===== src/rtl/z80_bus_arbiter.sv =====
`timescale 1ns/1ps
// Shares one single-port synchronous memory between the Z80 bus and the SPI
// diagnostic requester; Z80 has priority and WAIT covers sync + arbitration.
module z80_bus_arbiter #(
    parameter int ADDR_W      = 16,
    parameter int DATA_W      = 8,
    parameter int SYNC_STAGES = 2,
    parameter int WAIT_MAX    = 15
) (
    input  logic              clk,
    input  logic              rst_n,
    input  logic              mreq_n,
    input  logic              rd_n,
    input  logic              wr_n,
    input  logic [ADDR_W-1:0] address,
    input  logic [DATA_W-1:0] z_wdata,
    output logic [DATA_W-1:0] z_rdata,
    output logic              data_oe,
    output logic              wait_n,
    input  logic              diag_req,
    input  logic              diag_we,
    input  logic [ADDR_W-1:0] diag_addr,
    input  logic [DATA_W-1:0] diag_wdata,
    output logic [DATA_W-1:0] diag_rdata,
    output logic              diag_done,
    output logic              mem_en,
    output logic              mem_we,
    output logic [ADDR_W-1:0] mem_addr,
    output logic [DATA_W-1:0] mem_wdata,
    input  logic [DATA_W-1:0] mem_rdata
);

    localparam int CNT_W = $clog2(WAIT_MAX + 1);

    typedef enum logic [2:0] {
        IDLE, Z_RD, Z_CAP, Z_WR, Z_HOLD, D_ACC, D_DONE
    } state_t;

    state_t state_q, state_d;

    logic [SYNC_STAGES-1:0] mreq_sq, rd_sq, wr_sq;
    logic                   s_mreq, s_rd, s_wr;
    logic                   z_rd_req, z_wr_req;

    logic [ADDR_W-1:0] addr_q;
    logic [DATA_W-1:0] wdata_q;
    logic [DATA_W-1:0] z_rdata_q;
    logic [DATA_W-1:0] diag_rdata_q;
    logic              oe_q;
    logic              dwe_q;

    logic             wait_raw, wait_act;
    logic [CNT_W-1:0] cnt_q;
    logic             forced_q;

    always_ff @(posedge clk or negedge rst_n) begin
        if (!rst_n) begin
            mreq_sq <= '1;
            rd_sq   <= '1;
            wr_sq   <= '1;
        end else begin
            mreq_sq <= {mreq_sq[SYNC_STAGES-2:0], mreq_n};
            rd_sq   <= {rd_sq[SYNC_STAGES-2:0], rd_n};
            wr_sq   <= {wr_sq[SYNC_STAGES-2:0], wr_n};
        end
    end

    assign s_mreq   = mreq_sq[SYNC_STAGES-1];
    assign s_rd     = rd_sq[SYNC_STAGES-1];
    assign s_wr     = wr_sq[SYNC_STAGES-1];
    assign z_rd_req = !s_mreq && !s_rd;
    assign z_wr_req = !s_mreq && !s_wr;

    always_comb begin
        state_d   = state_q;
        mem_en    = 1'b0;
        mem_we    = 1'b0;
        mem_addr  = '0;
        mem_wdata = '0;
        diag_done = 1'b0;
        unique case (state_q)
            IDLE: begin
                if (z_rd_req)      state_d = Z_RD;
                else if (z_wr_req) state_d = Z_WR;
                else if (diag_req) state_d = D_ACC;
            end
            Z_RD: begin
                mem_en   = 1'b1;
                mem_addr = addr_q;
                state_d  = Z_CAP;
            end
            Z_CAP: state_d = s_mreq ? IDLE : Z_HOLD;
            Z_WR: begin
                mem_en    = 1'b1;
                mem_we    = 1'b1;
                mem_addr  = addr_q;
                mem_wdata = wdata_q;
                state_d   = Z_HOLD;
            end
            Z_HOLD: if (s_mreq) state_d = IDLE;
            D_ACC: begin
                mem_en    = 1'b1;
                mem_we    = diag_we;
                mem_addr  = diag_addr;
                mem_wdata = diag_wdata;
                state_d   = D_DONE;
            end
            D_DONE: begin
                diag_done = 1'b1;
                // a Z80 cycle that synced during the diag access skips IDLE
                if (z_rd_req)      state_d = Z_RD;
                else if (z_wr_req) state_d = Z_WR;
                else               state_d = IDLE;
            end
            default: state_d = IDLE;
        endcase
    end

    always_ff @(posedge clk or negedge rst_n) begin
        if (!rst_n) begin
            state_q      <= IDLE;
            addr_q       <= '0;
            wdata_q      <= '0;
            z_rdata_q    <= '0;
            diag_rdata_q <= '0;
            oe_q         <= 1'b0;
            dwe_q        <= 1'b0;
        end else begin
            state_q <= state_d;
            if (state_d == Z_RD || state_d == Z_WR) begin
                addr_q  <= address;
                wdata_q <= z_wdata;
            end
            if (state_d == D_ACC) dwe_q <= diag_we;
            if (state_q == Z_CAP) z_rdata_q <= mem_rdata;
            if (state_q == D_DONE && !dwe_q) diag_rdata_q <= mem_rdata;
            oe_q <= (state_q == Z_CAP && state_d == Z_HOLD) ||
                    (state_q == Z_HOLD && oe_q && !s_rd && !s_mreq);
        end
    end

    assign z_rdata    = z_rdata_q;
    assign data_oe    = oe_q && !s_rd && !s_mreq;
    assign diag_rdata = (state_q == D_DONE && !dwe_q) ? mem_rdata
                                                      : diag_rdata_q;

    // raw pins, so WAIT asserts before the strobes are synchronised
    assign wait_raw = !mreq_n &&
                      ((!rd_n && state_q != Z_HOLD) ||
                       state_q == D_ACC || state_q == D_DONE);
    assign wait_act = rst_n && wait_raw && !forced_q;
    assign wait_n   = !wait_act;

    always_ff @(posedge clk or negedge rst_n) begin
        if (!rst_n) begin
            cnt_q    <= '0;
            forced_q <= 1'b0;
        end else if (mreq_n) begin
            cnt_q    <= '0;
            forced_q <= 1'b0;
        end else if (wait_act) begin
            if (cnt_q == CNT_W'(WAIT_MAX - 1)) begin
                cnt_q    <= '0;
                forced_q <= 1'b1;
            end else begin
                cnt_q <= cnt_q + CNT_W'(1);
            end
        end else begin
            cnt_q <= '0;
        end
    end

endmodule

===== config.mk =====
export PLATFORM = sky130hd
export DESIGN_NAME = z80_bus_arbiter
export DESIGN_NICKNAME = d
export VERILOG_FILES = /design/src/rtl/z80_bus_arbiter.sv
export SDC_FILE = /design/constraint.sdc
export NUM_CORES = 1
export LEC_CHECK = 0
export ABC_AREA = 1
export CAP_MARGIN = 20
export CELL_PAD_IN_SITES_DETAIL_PLACEMENT = 1
export CELL_PAD_IN_SITES_GLOBAL_PLACEMENT = 1
export CORE_ASPECT_RATIO = 1.5
export CORE_MARGIN = 2
export CORE_UTILIZATION = 28
export DETAILED_ROUTE_END_ITERATION = 16
export GPL_TIMING_DRIVEN = 0
export PLACE_DENSITY = 0.73
export SYNTH_ARGS = -nofsm -noshare
export SYNTH_HDL_FRONTEND = slang
export SYNTH_SLANG_ARGS = --single-unit

===== constraint.sdc =====
create_clock -name clk -period 1.5 [get_ports clk]
set_clock_uncertainty 0.2 [all_clocks]
set_input_delay 0.3 -clock clk [delete_from_list [all_inputs] [get_ports clk]]
set_output_delay 0.3 -clock clk [all_outputs]
set_load 0.1 [all_outputs]

* Word-level counts from Yosys, hierarchy flattened *
Cells that the tools add are included.

storage, ports and cells
  register bits after elaboration = 56
  latch bits = 0
  memory bits (writable) = 0
  memory bits (read-only) = 0
  input bits = 63
  output and inout port bits = 45
  word-level logic and storage cells = 76
  memories = 0

cells by class
  add/sub/neg operators = 1
  multipliers = 0
  divide/modulo/power cells = 0
  magnitude comparators = 0
  equality and inequality tests = 12
  shift-type cells = 0
  mux-type cells = 20
  bitwise logic cells = 0
  reductions and logical operators = 31

operator list
  operator             count
  $pmux 16 s2          1
  $pmux 3 s7           1
  $pmux 8 s2           1
  $eq 3x3->1 const B   5
  $mux 3               5
  $logic_and 1x1->1    13
  $mux 4               3
  $eq 3x2->1 const B   3
  $logic_not 1->1      8
  $mux 8               1
  $eq 3x1->1 const B   2
  $mux 1               5
  $add 4x1->4 const B  1
  $eq 4x4->1 const B   1
  $logic_or 1x1->1     4
  $mux 2               2
  $reduce_bool 2->1    2
  $logic_not 3->1      1
  $ne 3x3->1 const B   1
  $reduce_or 3->1      1
  $pmux 1 s2           1
  $reduce_and 2->1     1
  $reduce_or 2->1      1

* Longest topological paths before layout *
  word-level depth = 9
  depth in mapped cells = 10
  gate-level depth less buffers = 8

* Worst setup path before layout *
No wires, ideal clock.

  path kind = reg2reg
  start = register state_q[0]
  end = register diag_rdata_q[0]
  library setup time = 0.353 ns
  arrival time = 3.580 ns
  required time = 0.947 ns
  setup slack = -2.633 ns
  cell stages (with the launch flop) = 7
  path buffers = 1
  period minus slack after synthesis = 4.133 ns
  cells stage by stage = dfrtp_1 > inv_2 > nand3_1 > inv_2 > nand2_1 > buf_2 > o21ai_0

between the ends
  cells in the longest elaborated chain, start to end = 3

RTL lines
  element                  line  RTL
  start, declared          39    state_t state_q, state_d;
  start signal, assigned   129   state_q <= state_d;
  $eq 3x3->1               -
  $logic_and 1x1->1        -
  $mux 8                   -
  named net diag_rdata[0]  24    output logic [DATA_W-1:0] diag_rdata,
  end signal, assigned     136   if (state_q == D_DONE && !dwe_q) diag_rdata_q <= mem_rdata;
  end, declared            48    logic [DATA_W-1:0] diag_rdata_q;

The timed path passes the listed nets, and every way through them passes these cells.
A chain may end at the register's enable or synchronous reset.

* Worst setup path in the final report *
  start = register state_q[0]
  end = output diag_rdata[3]

between the ends
  cells in the longest elaborated chain, start to end = 3

RTL lines
  element            line  RTL
  $eq 3x3->1         144   assign diag_rdata = (state_q == D_DONE && !dwe_q) ? mem_rdata
  $logic_and 1x1->1  144
  $mux 8             -
  end, declared      24

No other way between the ends.

==> results.py <==
metrics = {
    "route": {
        "wire_per_inst_um": 19.8,
        "first_pass_iters": 4,
        "drc": 0,
        "wl_mm": 11.0,
        "vias": 2769,
        "via_per_inst": 5.01,
        "drtIter0Drc": 79,
        "ant_nets": 0,
    },
    "floorplan": {
        "io_pins": 108,
        "start_util_pct": 28.6,
        "num_rows": 43,
        "core_region_area_sq_mm": 0.00920,
        "dieArea_sq_mm": 0.0102,
        "fp.dieH_um": 123,
        "fp.dieW_um": 83.2,
    },
    "cells_and_area": {
        "final_cell_mix": "nand2_1, clkdlybuf4s50_1, dfrtp_1, buf_12, buf_4",
        "area_growth_pct": 109,
        "final_area_sq_mm": 0.00552,
        "drive_gt1_share_pct": 46.7,
        "n_antenna_cell": 0,
        "fin_nets": 505,
        "layout_commonest_cell": "nand2_1",
    },
    "sta": {
        "rsz0062_at_grt": "true",
        "finalHoldViolCount": 25,
        "worst_hold_slack_ps": -194,
        "setup_slack_ps": -693,
        "drv_slew": 0,
        "slew_headroom_pct": 69.0,
        "worst_pin_slew_ps": 465,
        "setup_viol": 79,
        "post-route-min-period_ps": 2190,
        "min_period_over_period_pct": 146,
        "fmax_mhz": 456,
        "tns_ps": -33990,
    },
    "cts": {
        "clock_latency_ps": 300,
        "root_buffer": "clkbuf_16",
        "htree_levels": 2,
        "cts.clk_slew.worst_paths_ps": 80,
        "cts_buffers": 5,
        "cts_max_path_buffers": 2,
        "cts_tree": "done",
        "cts_hold_buf": 2,
        "cts.sinks": 56,
    },
    "placement": {
        "portBuffers": 107,
        "gp_congestion": 0.772,
        "dpl.hpwl_mm": 6.41,
        "placed_area_sq_mm": 0.00434,
    },
    "synth": {
        "synth_warnings": 0,
        "seq_area_frac_synth_pct": 53.5,
        "syn_inst": 279,
        "synth_nets": 344,
        "synth.avg_cell_area_sq_um": 9.44,
        "synth_cell_types": 29,
        "synthFlopType": "dfrtp_1",
        "async_reset_ff_share_pct": 100,
        "synth_edf_count": 0,
        "synth_area_sq_mm": 0.00264,
        "ys_seq_elements": 56,
    },
    "power": {
        "power_leakage_nw": 2.49,
        "power_density_mw_per_mm2": 2520,
        "vdd_drop_max_v": 0.00225,
    },
    "global_route": {
        "grt_pass1_wl_mm": 15.6,
        "grt_pass1_vias": 2992,
        "grt_util_all_layers_pct": 19.6,
        "grt_max_degree": 33,
        "antenna_found_initial": 0,
        "grt-ovfl-total": 0,
    },
    "status": {
        "status": "finished with violations",
        "violations": "negative hold slack, negative setup slack",
    },
    "job": {
        "maxCapViolations": 0,
    },
    "critical_path": {
        "start_kind": "flip-flop",
        "crit_type": "flip-flop to primary output",
        "critPathCaptureType": "primary output",
        "critPathRequiredTime_ps": 1000,
        "critPathArrivalTime_ps": 1690,
        "crit_start": "state_q[0]$_DFF_PN0_",
        "timing.rr.start": "state_q[2]$_DFF_PN0_",
        "worstPathMaxFanout": 6,
    },
    "hold_path": {
        "hold_path_class": "input port to async pin",
    },
}
==> layer usage <==
layer | vias to the layer above | wire length [um] | global-route usage (%) | part of all wire, %
met5 | - | 0 | 0 | 0
met1 | 1407 | 3830 | 20.7 | 35
met3 | 17 | 379 | 3.70 | 3.5
met2 | 73 | 6510 | 38.2 | 59
li1 | 1272 | - | - | -
met4 | 0 | 255 | 7.17 | 2.3
==> stage by stage <==
stage | total power, mW | worst slack [ps] | std cells | utilization [%]
finish | 13.9 | -693 | 553 | 60.0
global route | 14.5 | -773 | 553 | 60.0
CTS | 13.2 | -663 | 533 | 56.9
detailed placement | 10.3 | -1600 | 499 | 47.2
global placement | 10.2 | -3230 | 498 | 47.0
floorplan | 8.54 | -620 | 279 | -
==> state kept, by name, indices dropped and copies added (netlist names) <==
| register | cells |
|---|---|
| addr_q | 16 |
| cnt_q | 4 |
| diag_rdata_q | 8 |
| dwe_q | 1 |
| forced_q | 1 |
| mreq_sq | 2 |
| oe_q | 1 |
| rd_sq | 2 |
| state_q | 3 |
| wdata_q | 8 |
| wr_sq | 2 |
| z_rdata | 8 |
==> where the power goes <==
part           switching, mW  leakage [nW]  total (mW)  internal (mW)
logic                   6.30          1.73        10.1           3.84
registers              0.418         0.687        2.55           2.13
clock network          0.593        0.0744        1.23          0.633
total                   7.31          2.49        13.9           6.60
==> final cells by class <==
cell class,instances,area [sq um]
Multi-Input combinational cell,183,1580
Clock inverter,3,26.3
Tap cell,112,140
Buffer,14,175
Fill cell,919,3680
Clock buffer,5,125
Sequential cell,56,1410
Inverter,25,111
Timing Repair Buffer,155,1950
==> critical path: stages, from the launching register on <==
cell and delay, ps:
dfrtp_2 460, inv_2 110, nand3_4 130, inv_12 90, nand2_8 60, clkbuf_16 170, o21ai_4 170, buf_12 200
==> Yosys cell counts, types with 3 or more instances <==
cell type / instances / area, sq um
a21oi_1: 3 / 15.0
a22o_1: 8 / 70.1
a32o_1: 16 / 160
buf_2: 4 / 20.0
buf_6: 7 / 78.8
clkbuf_1: 3 / 11.3
dfrtp_1: 50 / 1250
dfstp_2: 6 / 158
inv_1: 21 / 78.8
inv_2: 3 / 11.3
nand2_1: 79 / 297
nand3_1: 31 / 155
nor2_1: 7 / 26.3
nor2_4: 3 / 33.8
nor3_1: 4 / 20.0
o21ai_0: 18 / 90.1
==> logic make-up (layout without fill, tap and decap cells) <==
kind of cell,after synthesis,in the layout,synth area share [%]
and+or+nand+nor,130,130,22.7
AOI/OAI and AO/OA,49,49,14.1
adders and majority gates,2,2,0.950
DFF,56,56,53.5
xor gates and xnor gates,2,2,0.665
buffers and inverters,40,202,8.12
==> path summary, 6_finish.rpt <==
check | end | slack, ps | cells past startpoint
max in group asynchronous | rd_sq[1]$_DFF_PN1_ | 810 | 4
min reg2reg | rd_sq[1]$_DFF_PN1_ | 160 | 0
min in group clk | rd_sq[1]$_DFF_PN1_ | 160 | 0
min | wdata_q[4]$_DFFE_PN0P_ | -190 | 3
max reg2reg | addr_q[3]$_DFFE_PN0P_ | -420 | 11
max | diag_rdata[3] | -690 | 7
==> timing repair <==
action | 4_1_cts | 5_1_grt
setup buffers | 21 | 19
resized for setup | 420 | 36
gates cloned | 3 | 2
hold endpoints to repair | 50 | 25
endpoints found under the setup margin | 88 | 87
pin swaps | 9 | 11
No activity file was read; power rests on OpenSTA's default activity.
